<file path="config.mk">
export PLATFORM = sky130hd
export DESIGN_NAME = load_store_unit
export DESIGN_NICKNAME = d
export VERILOG_FILES = /design/src/rtl/load_store_unit.sv
export SDC_FILE = /design/constraint.sdc
export NUM_CORES = 1
export LEC_CHECK = 0
export ABC_CLOCK_PERIOD_IN_PS = 6100
export CAP_MARGIN = 10
export CORE_MARGIN = 5
export CORE_UTILIZATION = 43
export DETAILED_ROUTE_END_ITERATION = 6
export GPL_TIMING_DRIVEN = 0
export PLACE_DENSITY = 0.77
export SLEW_MARGIN = 20
export SYNTH_ARGS = -nofsm -noshare
export SYNTH_HDL_FRONTEND = slang
export SYNTH_SLANG_ARGS = --single-unit
export TNS_END_PERCENT = 100
</file>
<file path="constraint.sdc">
create_clock -name CLK -period 6.1 [get_ports CLK]
set_clock_uncertainty 0.05 [all_clocks]
set_input_delay 1.22 -clock CLK [delete_from_list [all_inputs] [get_ports CLK]]
set_output_delay 1.22 -clock CLK [all_outputs]
set_load 0.05 [all_outputs]
</file>
<file path="src/rtl/load_store_unit.sv">
// Load/store initiator for a word-wide, combinational-read, posedge-write data memory.
// Handles byte/half/word loads with extension and sub-word stores via read-modify-write.
module load_store_unit #(
    parameter int ADDR_W     = 6,
    parameter bit BIG_ENDIAN = 1'b1
) (
    input  logic              CLK,
    input  logic              RESET,
    input  logic              req_valid,
    output logic              req_ready,
    input  logic              req_we,
    input  logic [1:0]        req_size,
    input  logic              req_signed,
    input  logic [ADDR_W+1:0] req_addr,
    input  logic [31:0]       req_wdata,
    output logic              resp_done,
    output logic              resp_err,
    output logic [31:0]       resp_rdata,
    output logic [ADDR_W-1:0] mem_A,
    output logic              mem_WE,
    output logic [31:0]       mem_WD,
    input  logic [31:0]       mem_RD
);

    typedef enum logic [2:0] {IDLE, LOAD, RMW_RD, WRITE, RESP} state_t;

    state_t            state, state_nxt;
    logic              err_q, signed_q;
    logic [1:0]        size_q;
    logic [ADDR_W+1:0] addr_q;
    logic [31:0]       wdata_q, merge_q, rdata_q;
    logic [4:0]        shift;
    logic [31:0]       mask, merged;

    function automatic logic is_err(input logic [1:0] size, input logic [1:0] off);
        return (size == 2'b11) || (size == 2'b01 && off[0]) ||
               (size == 2'b10 && off != 2'b00);
    endfunction

    // Bit position of the addressed lane's least significant bit inside the word.
    function automatic logic [4:0] lane_shift(input logic [1:0] size, input logic [1:0] off);
        case (size)
            2'b00:   return BIG_ENDIAN ? 5'd24 - {off, 3'b000} : {off, 3'b000};
            2'b01:   return BIG_ENDIAN ? 5'd16 - {off[1], 4'b0000} : {off[1], 4'b0000};
            default: return 5'd0;
        endcase
    endfunction

    function automatic logic [31:0] lane_mask(input logic [1:0] size);
        case (size)
            2'b00:   return 32'h0000_00FF;
            2'b01:   return 32'h0000_FFFF;
            default: return 32'hFFFF_FFFF;
        endcase
    endfunction

    function automatic logic [31:0] extend(input logic [1:0] size, input logic sgn,
                                           input logic [31:0] raw);
        logic signed [7:0]  b;
        logic signed [15:0] h;
        b = raw[7:0];
        h = raw[15:0];
        case (size)
            2'b00:   return sgn ? 32'(b) : {24'd0, raw[7:0]};
            2'b01:   return sgn ? 32'(h) : {16'd0, raw[15:0]};
            default: return raw;
        endcase
    endfunction

    always_ff @(posedge CLK) begin
        if (RESET) begin
            state   <= IDLE;
            err_q   <= 1'b0;
            rdata_q <= 32'd0;
            merge_q <= 32'd0;
        end else begin
            state <= state_nxt;
            if (state == IDLE && req_valid)
                err_q <= is_err(req_size, req_addr[1:0]);
            if (state == LOAD)
                rdata_q <= extend(size_q, signed_q, mem_RD >> shift);
            if (state == RMW_RD)
                merge_q <= mem_RD;
        end
    end

    // Request fields are pure data; they are only consumed after a capture.
    always_ff @(posedge CLK) begin
        if (state == IDLE && req_valid) begin
            size_q   <= req_size;
            signed_q <= req_signed;
            addr_q   <= req_addr;
            wdata_q  <= req_wdata;
        end
    end

    always_comb begin
        state_nxt = state;
        case (state)
            IDLE: begin
                if (req_valid) begin
                    if (is_err(req_size, req_addr[1:0])) state_nxt = RESP;
                    else if (!req_we)                    state_nxt = LOAD;
                    else if (req_size == 2'b10)          state_nxt = WRITE;
                    else                                 state_nxt = RMW_RD;
                end
            end
            LOAD:    state_nxt = RESP;
            RMW_RD:  state_nxt = WRITE;
            WRITE:   state_nxt = RESP;
            RESP:    state_nxt = IDLE;
            default: state_nxt = IDLE;
        endcase
    end

    assign shift  = lane_shift(size_q, addr_q[1:0]);
    assign mask   = lane_mask(size_q) << shift;
    assign merged = (merge_q & ~mask) | ((wdata_q << shift) & mask);

    assign req_ready  = (state == IDLE);
    assign resp_done  = (state == RESP);
    assign resp_err   = (state == RESP) && err_q;
    assign resp_rdata = rdata_q;
    assign mem_A      = (state == LOAD || state == RMW_RD || state == WRITE) ?
                        addr_q[ADDR_W+1:2] : '0;
    // A reset arriving in WRITE must suppress the store in that same cycle.
    assign mem_WE     = (state == WRITE) && !RESET;
    assign mem_WD     = (state != WRITE) ? 32'd0 :
                        (size_q == 2'b10) ? wdata_q : merged;

endmodule

</file>
Yosys cells after proc, flatten, opt, wreduce, memory -nomap -nowiden --
Cells that the tools add are included.
Storage, ports and cells: bits in registers 111, bits of input ports 79, output and inout bits 74
Operators by class: add/subtract/negate cells 2, eq/ne operators 11, shift operators 3, mux-type cells 13, bitwise logic cells 4, reduce and logical (&&, ||, !) cells 14
Operators with widths (count):
- 2-to-1 mux 32 bit | 4
- case mux 32 bit (2 select lines) | 2
- bitwise AND 32 bit | 2
- << shifter 32 x 5 -> 32 bit | 2
- inverter 32 bit | 1
- bitwise OR 32 bit | 1
- right shift 32 x 5 -> 32 bit | 1
- case mux 5 bit (2 select lines) | 1
- subtractor 5 bit (first input constant) | 2
- case mux 3 bit (3 select lines) | 1
- == test 2 bit (second input constant) | 3
- == test 3 x 2 -> 1 bit (second input constant) | 2
- 2-to-1 mux 3 bit | 2
- 2-to-1 mux 6 bit | 1
- logical AND 1 bit | 5
- == test 2 x 1 -> 1 bit (second input constant) | 2
- logical OR 1 bit | 4
- == test 3 x 1 -> 1 bit (second input constant) | 1
- == test 3 bit (second input constant) | 1
- zero test 3 bit | 1
- inequality test 3 x 2 -> 1 bit (second input constant) | 1
- zero test 2 bit | 1
- 2-to-1 mux 2 bit | 1
- inequality test 2 bit (second input constant) | 1
- other kinds (4) | 4

Depth between registers and ports, before layout --
Gate-level depths: netlist of the first run.
depth in word-level cells 8, gate-level depth with buffers 8, depth with buffers taken out 5

Worst setup path before layout of the first run --
OpenSTA, ideal clock, no wires.
path type input-to-reg, from input req_valid, to register err_q, arrival time 6263 ps, slack -341 ps, cell stages on the path 3, path buffers 0, cells stage by stage nor4b_1 -> mux2i_1 -> nor2_1
Between the ends: word-level cells in the longest chain between the ends 1
Ends and longest elaborated chain:
- from (decl) | line 9 | input logic req_valid,
- logical AND 1 bit | line 78 | if (state == IDLE && req_valid)
- to (signal assigned) | line 79 | err_q <= is_err(req_size, req_addr[1:0]);
- to (decl) | line 28 | logic err_q, signed_q;
Every way passes these cells. A chain may end at the register's enable or synchronous reset.

Worst setup path in the final report of the first run --
from input RESET, to output mem_WE
Between the ends: word-level cells in the longest chain between the ends 2
Ends and longest elaborated chain:
- from (decl) | line 8 | input logic RESET,
- zero test 1 bit | line 127 | assign mem_WE = (state == WRITE) && !RESET;
- logical AND 1 bit | line 127
- to (decl) | line 20 | output logic mem_WE,
Every way passes these cells.

==> results of run 1 <==
-- worst min-delay path, stage by stage (launching register included) --
cell and delay (ns):
sky130_fd_sc_hd__dfxtp_1 0.33, sky130_fd_sc_hd__nand2_1 0.06, sky130_fd_sc_hd__o21ai_2 0.04
-- worst paths after layout --
kind,startpoint,to,cells after the start
setup reg to reg,state[2],wdata_q[11],5
hold reg to reg,resp_rdata[25],resp_rdata[25],2
setup / recovery,RESET,mem_WE,5
hold / removal,resp_rdata[25],resp_rdata[25],2
-- logic make-up after synthesis --
| group | count (synthesis) | synth area share, % |
|---|---|---|
| AND/OR/NAND/NOR | 241 | 20.0 |
| AO/OA/AOI/OAI | 151 | 20.0 |
| buffers and inverters | 47 | 4.07 |
| multiplexers | 18 | 3.56 |
| flip-flops | 111 | 52.4 |
-- report_power, final --
group          total (mW)  switching [mW]  internal [mW]  leakage (nW)
sequential          0.841          0.0224          0.818         0.963
combinational       0.354           0.215          0.140          1.43
clock               0.546           0.270          0.276         0.137
total                1.74           0.507           1.23          2.53
-- synthesized netlist by cell type, types with 3 or more instances --
library cell | count | share of area, %
sky130_fd_sc_hd__nand2_1 | 134 | 9.9
sky130_fd_sc_hd__a21oi_1 | 73 | 7.2
sky130_fd_sc_hd__dfxtp_1 | 68 | 27
sky130_fd_sc_hd__nor2_1 | 66 | 4.9
sky130_fd_sc_hd__edfxtp_1 | 43 | 25
sky130_fd_sc_hd__clkbuf_1 | 33 | 2.4
sky130_fd_sc_hd__mux2i_1 | 18 | 3.6
sky130_fd_sc_hd__a211oi_1 | 17 | 2.5
sky130_fd_sc_hd__nor2b_1 | 16 | 2.0
sky130_fd_sc_hd__o21ai_2 | 10 | 1.7
sky130_fd_sc_hd__a21o_1 | 9 | 1.3
sky130_fd_sc_hd__a22oi_1 | 8 | 1.2
sky130_fd_sc_hd__a311oi_1 | 8 | 1.4
sky130_fd_sc_hd__a221oi_1 | 7 | 1.2
sky130_fd_sc_hd__and2_1 | 7 | 0.86
sky130_fd_sc_hd__o21ai_0 | 6 | 0.59
sky130_fd_sc_hd__buf_2 | 5 | 0.49
sky130_fd_sc_hd__nor3_1 | 5 | 0.49
sky130_fd_sc_hd__inv_1 | 4 | 0.30
sky130_fd_sc_hd__a31oi_1 | 3 | 0.37
sky130_fd_sc_hd__buf_6 | 3 | 0.67
sky130_fd_sc_hd__or3_1 | 3 | 0.37
-- per-stage QoR --
step	util [%]	worst slack, ns	area, sq um	hold WS [ns]
after global routing	61.7	1.21	7070	0.425
final	61.7	1.32	7070	0.406
after CTS	61.7	1.31	7070	0.410
after floorplan	-	1.82	5070	0.386
after detailed placement	59.4	1.30	6810	0.393
after global placement	59.1	0.497	6770	0.387
-- final cells by class --
class | count | share of cell area, %
plain buffers | 43 | 2.71
well taps | 143 | 2.53
repair buffers | 155 | 21.9
inverters | 4 | 0.212
clock buffers | 10 | 3.24
clock inverters | 6 | 0.478
flip-flops and latches | 111 | 37.5
multi-input cells | 410 | 31.4
-- flip-flops by register name, indices dropped and copies added (netlist names) --
| register | flops |
|---|---|
| wdata_q | 32 |
| resp_rdata | 32 |
| err_q | 1 |
| addr_q | 8 |
| merge_q | 32 |
| signed_q | 1 |
| state | 3 |
| size_q | 2 |
-- routing by layer --
metal  up-vias  global-route usage [%]  wire (um)
li1       2307                       -          -
met1      2250                    30.8       7190
met2       243                    37.8       7750
met3        31                    5.01       1320
met4         0                    9.07        457
met5         -                       0          0
-- layout by cell type, fill, tap and decap left out, drive strengths merged, types with 8 or more instances in the layout --
| cell | n |
|---|---|
| clkbuf | 44 |
| dfxtp | 68 |
| edfxtp | 43 |
| nor2b | 16 |
| a22oi | 8 |
| a211oi | 17 |
| nand2 | 134 |
| a21oi | 74 |
| clkdlybuf4s50 | 152 |
| nor2 | 66 |
| a21o | 9 |
| o21ai | 16 |
| a311oi | 8 |
| mux2i | 18 |
| buf | 12 |
==> impl_metrics.sql, run 1 <==
INSERT INTO impl_metrics (metric_group, metric, value, unit) VALUES
('synthesis', 'seq_total_area_yosys', '52.4', '%'),
('place', 'place.gp.congestion', '0.903', ''),
('cts', 'cts_tree', 'yes', ''),
('routing', 'routed_via_density', '5.48', ''),
('die', 'area_of_the_die', '0.0141', 'sq mm'),
('power', 'power', '1.74', 'mW'),
('synthesis', 'ys_async_sr_fraction', '0', '%'),
('worst_setup_path', 'cp_data_required_time', '4.83', 'ns'),
('die', 'die_w', '119', 'um'),
('final_layout', 'n_antenna_cell', '0', ''),
('final_layout', 'layout-drive-gt1-share', '6.09', '%'),
('final_layout', 'fillerInstances', '977', ''),
('die', 'floorplan.initialDensity', '44.2', '%'),
('power', 'power.density', '246', 'mW/mm^2'),
('grt', 'grtUsageTotal', '23.4', '%'),
('die', 'die_h', '119', 'um'),
('grt', 'grt_max_degree', '18', ''),
('die', 'pin_count', '153', ''),
('place', 'place_hpwl', '13.0', 'mm'),
('grt', 'grt_pass1_wl', '26.3', 'mm'),
('synthesis', 'synth.lib_cells_used.distinct', '42', ''),
('cts', 'post_cts_hold_buffer_count', '0', ''),
('status', 'outcome', 'completed', ''),
('worst_setup_path', 'critPathArrivalTime', '3.51', 'ns'),
('synthesis', 'yosys_most_used_dff', 'sky130_fd_sc_hd__dfxtp_1', ''),
('final_layout', 'syn_to_final_growth', '39.6', '%'),
('grt', 'grt_antenna_before_repair', '0', ''),
('routing', 'drt_wl_total', '16.7', 'mm'),
('place', 'port_buffers', '152', ''),
('cts', 'postCtsResizedCells', '0', ''),
('sta', 'layout_worst_path_cycle_share', '78.3', '%'),
('cts', 'clockBufferDepth', '2', ''),
('run', 'max-cap-violations', '0', ''),
('routing', 'post_drt_wl_per_cell', '18.9', 'um'),
('worst_setup_path', 'crit_buf_inv', '4', ''),
('sta', 'finalSetupViolations', '0', ''),
('worst_setup_path', 'worst-path-max-fanout', '10', ''),
('grt', 'grt_pass1_vias', '4942', ''),
('synthesis', 'number_of_flops_mapped_to_enable_cells_by_yosys', '43', ''),
('routing', 'detailedRoute.firstPassIterationCount', '7', ''),
('final_layout', 'register_area', '0.00265', 'sq mm'),
('worst_setup_path', 'slowest_stage_cell_crit_path', 'sky130_fd_sc_hd__clkdlybuf4s50_1', ''),
('sta', 'rsz_0062_raised_after_global_routing', 'no', ''),
('die', 'floorplan.rows', '39', ''),
('worst_setup_path', 'worst-r2r-setup-slack', '3.84', 'ns'),
('synthesis', 'total_standard_cell_area_after_synthesis', '0.00507', 'sq mm'),
('min_path', 'min-delay-path-class', 'reg -> reg', ''),
('synthesis', 'yosysWarningCount', '0', ''),
('cts', 'cts.clk_slew.worst_paths', '0.07', 'ns'),
('sta', 'max_clock_freq', '209', 'MHz'),
('cts', 'postCtsSetupBuffers', '0', ''),
('power', 'cellLeakagePower', '2.53', 'nW'),
('worst_setup_path', 'cp_cell_sequence', 'clkdlybuf4s50_1 -> clkbuf_1 -> clkbuf_1 -> nor2_1 -> clkdlybuf4s50_1', ''),
('sta', 'tightest_slew', '0.899', 'ns'),
('grt', 'globalRoute.totalOverflow', '0', ''),
('sta', 'slew_viol_final', '0', ''),
('worst_setup_path', 'timing.critical_path.from_type', 'primary input', ''),
('routing', 'remaining_drc_errors', '0', ''),
('final_layout', 'final_cell_count_no_fill', '882', ''),
('synthesis', 'yosys_register_bits', '111', ''),
('cts', 'clockRootBuffer', 'sky130_fd_sc_hd__clkbuf_16', ''),
('power', 'max_rail_drop_vdd', '161', 'uV'),
('synthesis', 'synth.net_count', '647', ''),
('synthesis', 'postSynthAreaPerCell', '8.92', 'sq um'),
('place', 'placedCellCount', '866', ''),
('routing', 'final_antenna_net_count', '0', ''),
('die', 'core_area', '0.0115', 'sq mm'),
('worst_setup_path', 'critical-path-max-stage-delay', '0.74', 'ns'),
('cts', 'cts.sinks', '111', ''),
('cts', 'clock_tree.htree_level_count', '3', ''),
('worst_setup_path', 'critPathCaptureType', 'output pin', ''),
('final_layout', 'count_of_nets_after_finishing', '813', ''),
('final_layout', 'combined_area_of_the_multi_input_logic_cells', '0.00222', 'sq mm'),
('routing', 'vias', '4831', ''),
('sta', 'min_clock_period_post_route', '4.78', 'ns'),
('sta', 'timing.max_slew.rel_slack', '40.0', '%'),
('cts', 'cts-buffers-inserted', '9', ''),
('synthesis', 'postSynthCellCount', '568', ''),
('sta', 'report.final.hold_viol_count', '0', ''),
('routing', 'drt-initial-drc-count', '395', ''),
('worst_setup_path', 'cp_top_family', 'buffers and inverters', ''),
('sta', 'totalNegativeSetupSlack', '0', 'ns'),
('cts', 'clk_latency', '0.35', 'ns'),
('worst_setup_path', 'timing.setup.critical_path_class', 'in -> out', '');
Power figures use the tool's default switching activity.
==> run 2, diff against run 1 <==
--- a/config.mk
+++ b/config.mk
@@ -5,13 +5,13 @@
 export SDC_FILE = /design/constraint.sdc
 export NUM_CORES = 1
 export LEC_CHECK = 0
-export ABC_CLOCK_PERIOD_IN_PS = 6100
+export ABC_CLOCK_PERIOD_IN_PS = 4640
 export CAP_MARGIN = 10
 export CORE_MARGIN = 5
-export CORE_UTILIZATION = 43
+export CORE_UTILIZATION = 47
 export DETAILED_ROUTE_END_ITERATION = 6
 export GPL_TIMING_DRIVEN = 0
-export PLACE_DENSITY = 0.77
+export PLACE_DENSITY = 0.8
 export SLEW_MARGIN = 20
 export SYNTH_ARGS = -nofsm -noshare
 export SYNTH_HDL_FRONTEND = slang
==> constraint.sdc (replaced) <==
create_clock -name CLK -period 4.64 [get_ports CLK]
set_clock_uncertainty 0.05 [all_clocks]
set_input_delay 0.928 -clock CLK [delete_from_list [all_inputs] [get_ports CLK]]
set_output_delay 0.928 -clock CLK [all_outputs]
set_load 0.05 [all_outputs]
==> impl_metrics.sql, run 2 (synthesized netlist as in run 1, its figures left out) <==
INSERT INTO impl_metrics (metric_group, metric, value, unit) VALUES
('final_layout', 'fillerInstances', '886', ''),
('worst_setup_path', 'cp_top_family', 'buffers and inverters', ''),
('die', 'floorplan.initialDensity', '47.4', '%'),
('cts', 'clockBufferDepth', '2', ''),
('final_layout', 'layout.cells.most_common', 'sky130_fd_sc_hd__clkdlybuf4s50_1', ''),
('routing', 'remaining_drc_errors', '0', ''),
('worst_setup_path', 'critical_path.startpoint', 'size_q[0]', ''),
('cts', 'postCtsSetupBuffers', '0', ''),
('grt', 'grt_pass1_vias', '4685', ''),
('die', 'pin_count', '153', ''),
('routing', 'drt-initial-drc-count', '389', ''),
('final_layout', 'final_core_util', '65.5', '%'),
('sta', 'tightest_slew', '0.838', 'ns'),
('grt', 'grtUsageTotal', '24.7', '%'),
('worst_setup_path', 'worst-r2r-setup-slack', '2.44', 'ns'),
('sta', 'slew_viol_final', '0', ''),
('worst_setup_path', 'timing.critical_path.from_type', 'flop', ''),
('min_path', 'whs_path_depth', '2', ''),
('worst_setup_path', 'critPathCaptureType', 'output pin', ''),
('worst_setup_path', 'worst-path-max-fanout', '10', ''),
('place', 'port_buffers', '152', ''),
('final_layout', 'count_of_nets_after_finishing', '813', ''),
('die', 'area_of_the_die', '0.0130', 'sq mm'),
('final_layout', 'combined_area_of_the_multi_input_logic_cells', '0.00222', 'sq mm'),
('final_layout', 'register_area', '0.00265', 'sq mm'),
('routing', 'vias', '4802', ''),
('worst_setup_path', 'critPathArrivalTime', '3.43', 'ns'),
('min_path', 'min-delay-path-class', 'reg -> reg', ''),
('worst_setup_path', 'number_of_cells_on_the_worst_reg_to_reg_path', '8', ''),
('sta', 'hold_slack', '0.409', 'ns'),
('routing', 'drt_wl_total', '16.0', 'mm'),
('cts', 'cts.sinks', '111', ''),
('cts', 'clock_tree.htree_level_count', '3', ''),
('sta', 'finalSetupViolations', '0', ''),
('final_layout', 'n_antenna_cell', '0', ''),
('worst_setup_path', 'timing.setup.critical_path_class', 'reg -> out', ''),
('power', 'power', '2.17', 'mW'),
('die', 'die_h', '114', 'um'),
('cts', 'cts.clk_slew.worst_paths', '0.09', 'ns'),
('sta', 'rsz_0062_raised_after_global_routing', 'no', ''),
('cts', 'cts-buffers-inserted', '9', ''),
('status', 'outcome', 'completed', ''),
('power', 'power.density', '309', 'mW/mm^2'),
('sta', 'min_clock_period_post_route', '4.41', 'ns'),
('cts', 'clk_latency', '0.39', 'ns'),
('sta', 'max_clock_freq', '227', 'MHz'),
('worst_setup_path', 'cp_cell_sequence', 'buf_6 -> or2_4 -> a21oi_1 -> clkbuf_1 -> a21oi_1 -> nor2_1 -> clkdlybuf4s50_1', ''),
('sta', 'timing.max_slew.rel_slack', '44.1', '%'),
('place', 'place_hpwl', '12.6', 'mm'),
('grt', 'grt_max_degree', '17', ''),
('grt', 'grt_antenna_before_repair', '0', ''),
('die', 'die_w', '114', 'um'),
('power', 'max_rail_drop_vdd', '204', 'uV'),
('worst_setup_path', 'worstSetupPathDepth', '7', ''),
('worst_setup_path', 'worstReg2RegStart', 'size_q[1]', ''),
('worst_setup_path', 'critical-path-max-stage-delay', '0.83', 'ns'),
('power', 'cellLeakagePower', '2.50', 'nW'),
('grt', 'globalRoute.totalOverflow', '0', ''),
('worst_setup_path', 'cp_data_required_time', '3.66', 'ns'),
('power', 'power.switching', '0.632', 'mW'),
('power', 'seq_power_share', '51.0', '%'),
('power', 'combinational_fraction_of_design_power', '21.5', '%'),
('routing', 'post_drt_wl_per_cell', '18.2', 'um'),
('place', 'place.gp.congestion', '0.939', ''),
('grt', 'grt_pass1_wl', '24.9', 'mm'),
('cts', 'clockRootBuffer', 'sky130_fd_sc_hd__clkbuf_8', ''),
('routing', 'final_antenna_net_count', '0', ''),
('power', 'internal_power', '1.54', 'mW'),
('final_layout', 'most-common-layout-cells', 'sky130_fd_sc_hd__clkdlybuf4s50_1 (152), sky130_fd_sc_hd__nand2_1 (134), sky130_fd_sc_hd__a21oi_1 (73)', ''),
('worst_setup_path', 'critical-path-top-cell-by-count', 'sky130_fd_sc_hd__a21oi_1', ''),
('die', 'floorplan.rows', '38', ''),
('final_layout', 'layout-drive-gt1-share', '6.09', '%'),
('min_path', 'hold-path-endpoint', 'resp_rdata[21]', ''),
('final_layout', 'syn_to_final_growth', '38.4', '%'),
('cts', 'cts_tree', 'yes', ''),
('worst_setup_path', 'reg2reg_to', 'resp_rdata[2]', ''),
('routing', 'routed_via_density', '5.46', ''),
('die', 'core_area', '0.0107', 'sq mm'),
('power', 'clock_power_share', '27.6', '%'),
('run', 'max-cap-violations', '0', ''),
('routing', 'detailedRoute.firstPassIterationCount', '5', ''),
('min_path', 'hold_start', 'resp_rdata[21]', ''),
('worst_setup_path', 'slowest_stage_cell_crit_path', 'sky130_fd_sc_hd__clkdlybuf4s50_1', ''),
('sta', 'layout_worst_path_cycle_share', '95.0', '%'),
('worst_setup_path', 'crit_buf_inv', '3', ''),
('power', 'switching_share', '29.1', '%'),
('sta', 'report.final.hold_viol_count', '0', '');
[run 2: cell count changes in the layout (fill, tap and decap cells not counted), sizes merged]
cell | previous run | this run
inv | 7 | 4
bufinv | 0 | 1
clkbuf | 44 | 46
[run 2: power by group through the flow]
stage                     combinational [mW]  clock, mW  sequential, mW
after floorplan                        0.225          0            1.17
after global placement                 0.445          0            1.13
after detailed placement               0.460          0            1.13
after CTS                              0.462      0.605            1.10
after global routing                   0.497      0.635            1.11
final                                  0.465      0.598            1.11
[run 2: per-stage QoR]
| step | instances | worst slack [ns] | setup TNS [ns] | instance area (sq um) |
|---|---|---|---|---|
| floorplan | 568 | 0.657 | 0 | 5070 |
| global placement | 860 | -0.630 | -24.63 | 6770 |
| detailed placement | 863 | 0.486 | 0 | 6810 |
| CTS | 879 | 0.236 | 0 | 7010 |
| global route | 879 | 0.123 | 0 | 7010 |
| finish | 879 | 0.234 | 0 | 7010 |
[run 2: how the worst max path moves through the flow]
stage | to
floorplan | err_q
global placement | err_q
detailed placement | mem_WE
CTS | mem_WD[10]
global route | mem_WD[23]
finish | mem_WD[23]
[run 2: layout make-up]
type / instances / share of cell area (%)
Clock buffer: 12 / 2.21
Clock inverter: 4 / 0.625
Inverter: 4 / 0.214
Multi-Input combinational cell: 410 / 31.7
Buffer: 43 / 2.73
Sequential cell: 111 / 37.8
Timing Repair Buffer: 155 / 22.1
Tap cell: 140 / 2.50
[run 2: timing repair]
action	CTS	global route
hold buffers	0	0
setup endpoints to repair	0	1
resized for setup	0	1
[run 2: routing by layer]
layer  track usage (%)  share of wire [%]  vias to the layer above  wire length, um
met1              32.3                 42                     2249             6810
li1                  -                  -                     2303                -
met3              3.82                7.5                       24             1200
met2              42.3                 48                      226             7750
met4              8.00                1.8                        0              289
met5                 0                  0                        -                0
[run 2: worst min-delay path, stage by stage (launching register included)]
cell and delay, ns:
sky130_fd_sc_hd__dfxtp_1 0.34, sky130_fd_sc_hd__nand2_1 0.04, sky130_fd_sc_hd__o21ai_0 0.05
==> run 3, diff against run 2 <==
--- a/config.mk
+++ b/config.mk
@@ -7,11 +7,10 @@
 export LEC_CHECK = 0
 export ABC_CLOCK_PERIOD_IN_PS = 4640
 export CAP_MARGIN = 10
-export CORE_MARGIN = 5
 export CORE_UTILIZATION = 47
 export DETAILED_ROUTE_END_ITERATION = 6
 export GPL_TIMING_DRIVEN = 0
-export PLACE_DENSITY = 0.8
+export PLACE_DENSITY = 0.79
 export SLEW_MARGIN = 20
 export SYNTH_ARGS = -nofsm -noshare
 export SYNTH_HDL_FRONTEND = slang
==> impl_metrics.sql, run 3 (synthesized netlist as in run 1, its figures left out) <==
INSERT INTO impl_metrics (metric_group, metric, value, unit) VALUES
('power', 'max_rail_drop_vdd', '202', 'uV'),
('final_layout', 'count_of_nets_after_finishing', '813', ''),
('power', 'seq_power_share', '49.9', '%'),
('grt', 'globalRoute.totalOverflow', '0', ''),
('die', 'die_h', '106', 'um'),
('sta', 'finalSetupViolations', '0', ''),
('routing', 'remaining_drc_errors', '0', ''),
('sta', 'max_clock_freq', '222', 'MHz'),
('sta', 'slew_viol_final', '0', ''),
('cts', 'post_cts_hold_buffer_count', '0', ''),
('die', 'floorplan.initialDensity', '48.9', '%'),
('power', 'internal_power', '1.55', 'mW'),
('grt', 'grt_pass1_vias', '4715', ''),
('power', 'power.density', '315', 'mW/mm^2'),
('routing', 'vias', '4886', ''),
('worst_setup_path', 'worst-path-max-fanout', '10', ''),
('cts', 'clk_latency', '0.39', 'ns'),
('cts', 'clock_tree.htree_level_count', '3', ''),
('routing', 'post_drt_wl_per_cell', '18.2', 'um'),
('routing', 'routed_via_density', '5.58', ''),
('die', 'area_of_the_die', '0.0112', 'sq mm'),
('place', 'port_buffers', '152', ''),
('place', 'placedCellCount', '859', ''),
('min_path', 'min-delay-path-class', 'reg -> reg', ''),
('power', 'switching_share', '30.2', '%'),
('run', 'max-cap-violations', '0', ''),
('die', 'core_area', '0.0104', 'sq mm'),
('routing', 'final_antenna_net_count', '0', ''),
('sta', 'report.final.hold_viol_count', '0', ''),
('cts', 'postCtsResizedCells', '0', ''),
('power', 'cellLeakagePower', '2.51', 'nW'),
('sta', 'rsz_0062_raised_after_global_routing', 'no', ''),
('cts', 'cts-buffers-inserted', '9', ''),
('sta', 'tightest_slew', '0.878', 'ns'),
('cts', 'cts_tree', 'yes', ''),
('sta', 'hold_slack', '0.418', 'ns'),
('power', 'power.switching', '0.669', 'mW'),
('routing', 'drt_wl_total', '15.9', 'mm'),
('grt', 'grt_max_degree', '20', ''),
('place', 'place_hpwl', '12.2', 'mm'),
('grt', 'grt_pass1_wl', '24.3', 'mm'),
('final_layout', 'layout-drive-gt1-share', '6.22', '%'),
('routing', 'drt-initial-drc-count', '293', ''),
('final_layout', 'n_antenna_cell', '0', ''),
('die', 'die_w', '106', 'um'),
('final_layout', 'final_core_util', '67.8', '%'),
('sta', 'layout_worst_path_cycle_share', '97.0', '%'),
('sta', 'timing.max_slew.rel_slack', '41.5', '%'),
('cts', 'cts.clk_slew.worst_paths', '0.11', 'ns'),
('final_layout', 'fillerInstances', '860', ''),
('power', 'combinational_fraction_of_design_power', '21.1', '%'),
('cts', 'postCtsSetupBuffers', '0', ''),
('final_layout', 'most-common-layout-cells', 'sky130_fd_sc_hd__clkdlybuf4s50_1 (152), sky130_fd_sc_hd__nand2_1 (134), sky130_fd_sc_hd__a21oi_1 (73)', ''),
('worst_setup_path', 'critPathCaptureType', 'output pin', ''),
('routing', 'detailedRoute.firstPassIterationCount', '5', ''),
('sta', 'layout_setup_ws', '0.141', 'ns'),
('final_layout', 'syn_to_final_growth', '38.8', '%'),
('cts', 'clockBufferDepth', '2', ''),
('die', 'pin_count', '153', ''),
('place', 'place_ws', '0.499', 'ns'),
('grt', 'grtUsageTotal', '28.7', '%'),
('status', 'outcome', 'completed', ''),
('worst_setup_path', 'critPathArrivalTime', '3.52', 'ns'),
('worst_setup_path', 'timing.critical_path.from_type', 'flop', ''),
('cts', 'clockRootBuffer', 'sky130_fd_sc_hd__clkbuf_8', ''),
('grt', 'grt_antenna_before_repair', '0', ''),
('final_layout', 'final_cell_count_no_fill', '875', ''),
('place', 'place.gp.congestion', '0.921', ''),
('die', 'floorplan.rows', '37', ''),
('worst_setup_path', 'cp_data_required_time', '3.66', 'ns'),
('power', 'clock_power_share', '29.0', '%'),
('cts', 'cts.sinks', '111', ''),
('sta', 'min_clock_period_post_route', '4.50', 'ns'),
('final_layout', 'layout.cells.most_common', 'sky130_fd_sc_hd__clkdlybuf4s50_1', ''),
('worst_setup_path', 'timing.setup.critical_path_class', 'reg -> out', ''),
('power', 'power', '2.22', 'mW');
run 3: layer usage:
layer  part of all wire, %  global-route usage [%]  vias to the layer above
met5                     0                       0                        -
met4                   3.7                    14.4                        0
met3                   7.0                    5.50                       43
met2                    47                    46.3                      250
met1                    43                    36.8                     2285
li1                      -                       -                     2308
run 3: power by group through the flow:
stage | logic, mW | registers (mW) | clock network (mW)
2_1_floorplan | 0.225 | 1.17 | 0
4_1_cts | 0.462 | 1.11 | 0.646
3_5_place_dp | 0.460 | 1.13 | 0
5_1_grt | 0.495 | 1.11 | 0.687
3_3_place_gp | 0.440 | 1.13 | 0
6_report | 0.467 | 1.11 | 0.643
run 3: final timing paths:
kind	startpoint	slack (ns)	cells after the start	end
max reg2reg	state[2]	2.36	5	wdata_q[21]
max	size_q[1]	0.14	7	mem_WD[22]
min	resp_rdata[18]	0.42	2	resp_rdata[18]
min reg2reg	resp_rdata[18]	0.42	2	resp_rdata[18]
run 3: cell type report:
type                    count  area (sq um)  share of cell area (%)
clock buffers              12           188                    2.67
flip-flops and latches    111          2650                    37.7
clock inverters             4          40.0                   0.569
multi-input cells         410          2220                    31.6
inverters                   4          15.0                   0.214
plain buffers              43           191                    2.72
repair buffers            155          1550                    22.1
well taps                 136           170                    2.42
run 3: metrics by stage:
stage | setup TNS, ns | instance area [sq um]
finish | 0 | 7030
global route | 0 | 7030
CTS | 0 | 7030
detailed placement | 0 | 6800
global placement | -26.99 | 6760
floorplan | 0 | 5070
run 3: critical path, stage by stage, from the launching register on:
cell and delay [ns]:
sky130_fd_sc_hd__edfxtp_1 0.38, sky130_fd_sc_hd__buf_2 0.18, sky130_fd_sc_hd__clkbuf_1 0.26, sky130_fd_sc_hd__a21oi_1 0.75, sky130_fd_sc_hd__clkbuf_1 0.44, sky130_fd_sc_hd__a21oi_1 0.13
sky130_fd_sc_hd__nor2_1 0.14, sky130_fd_sc_hd__clkdlybuf4s50_1 0.83
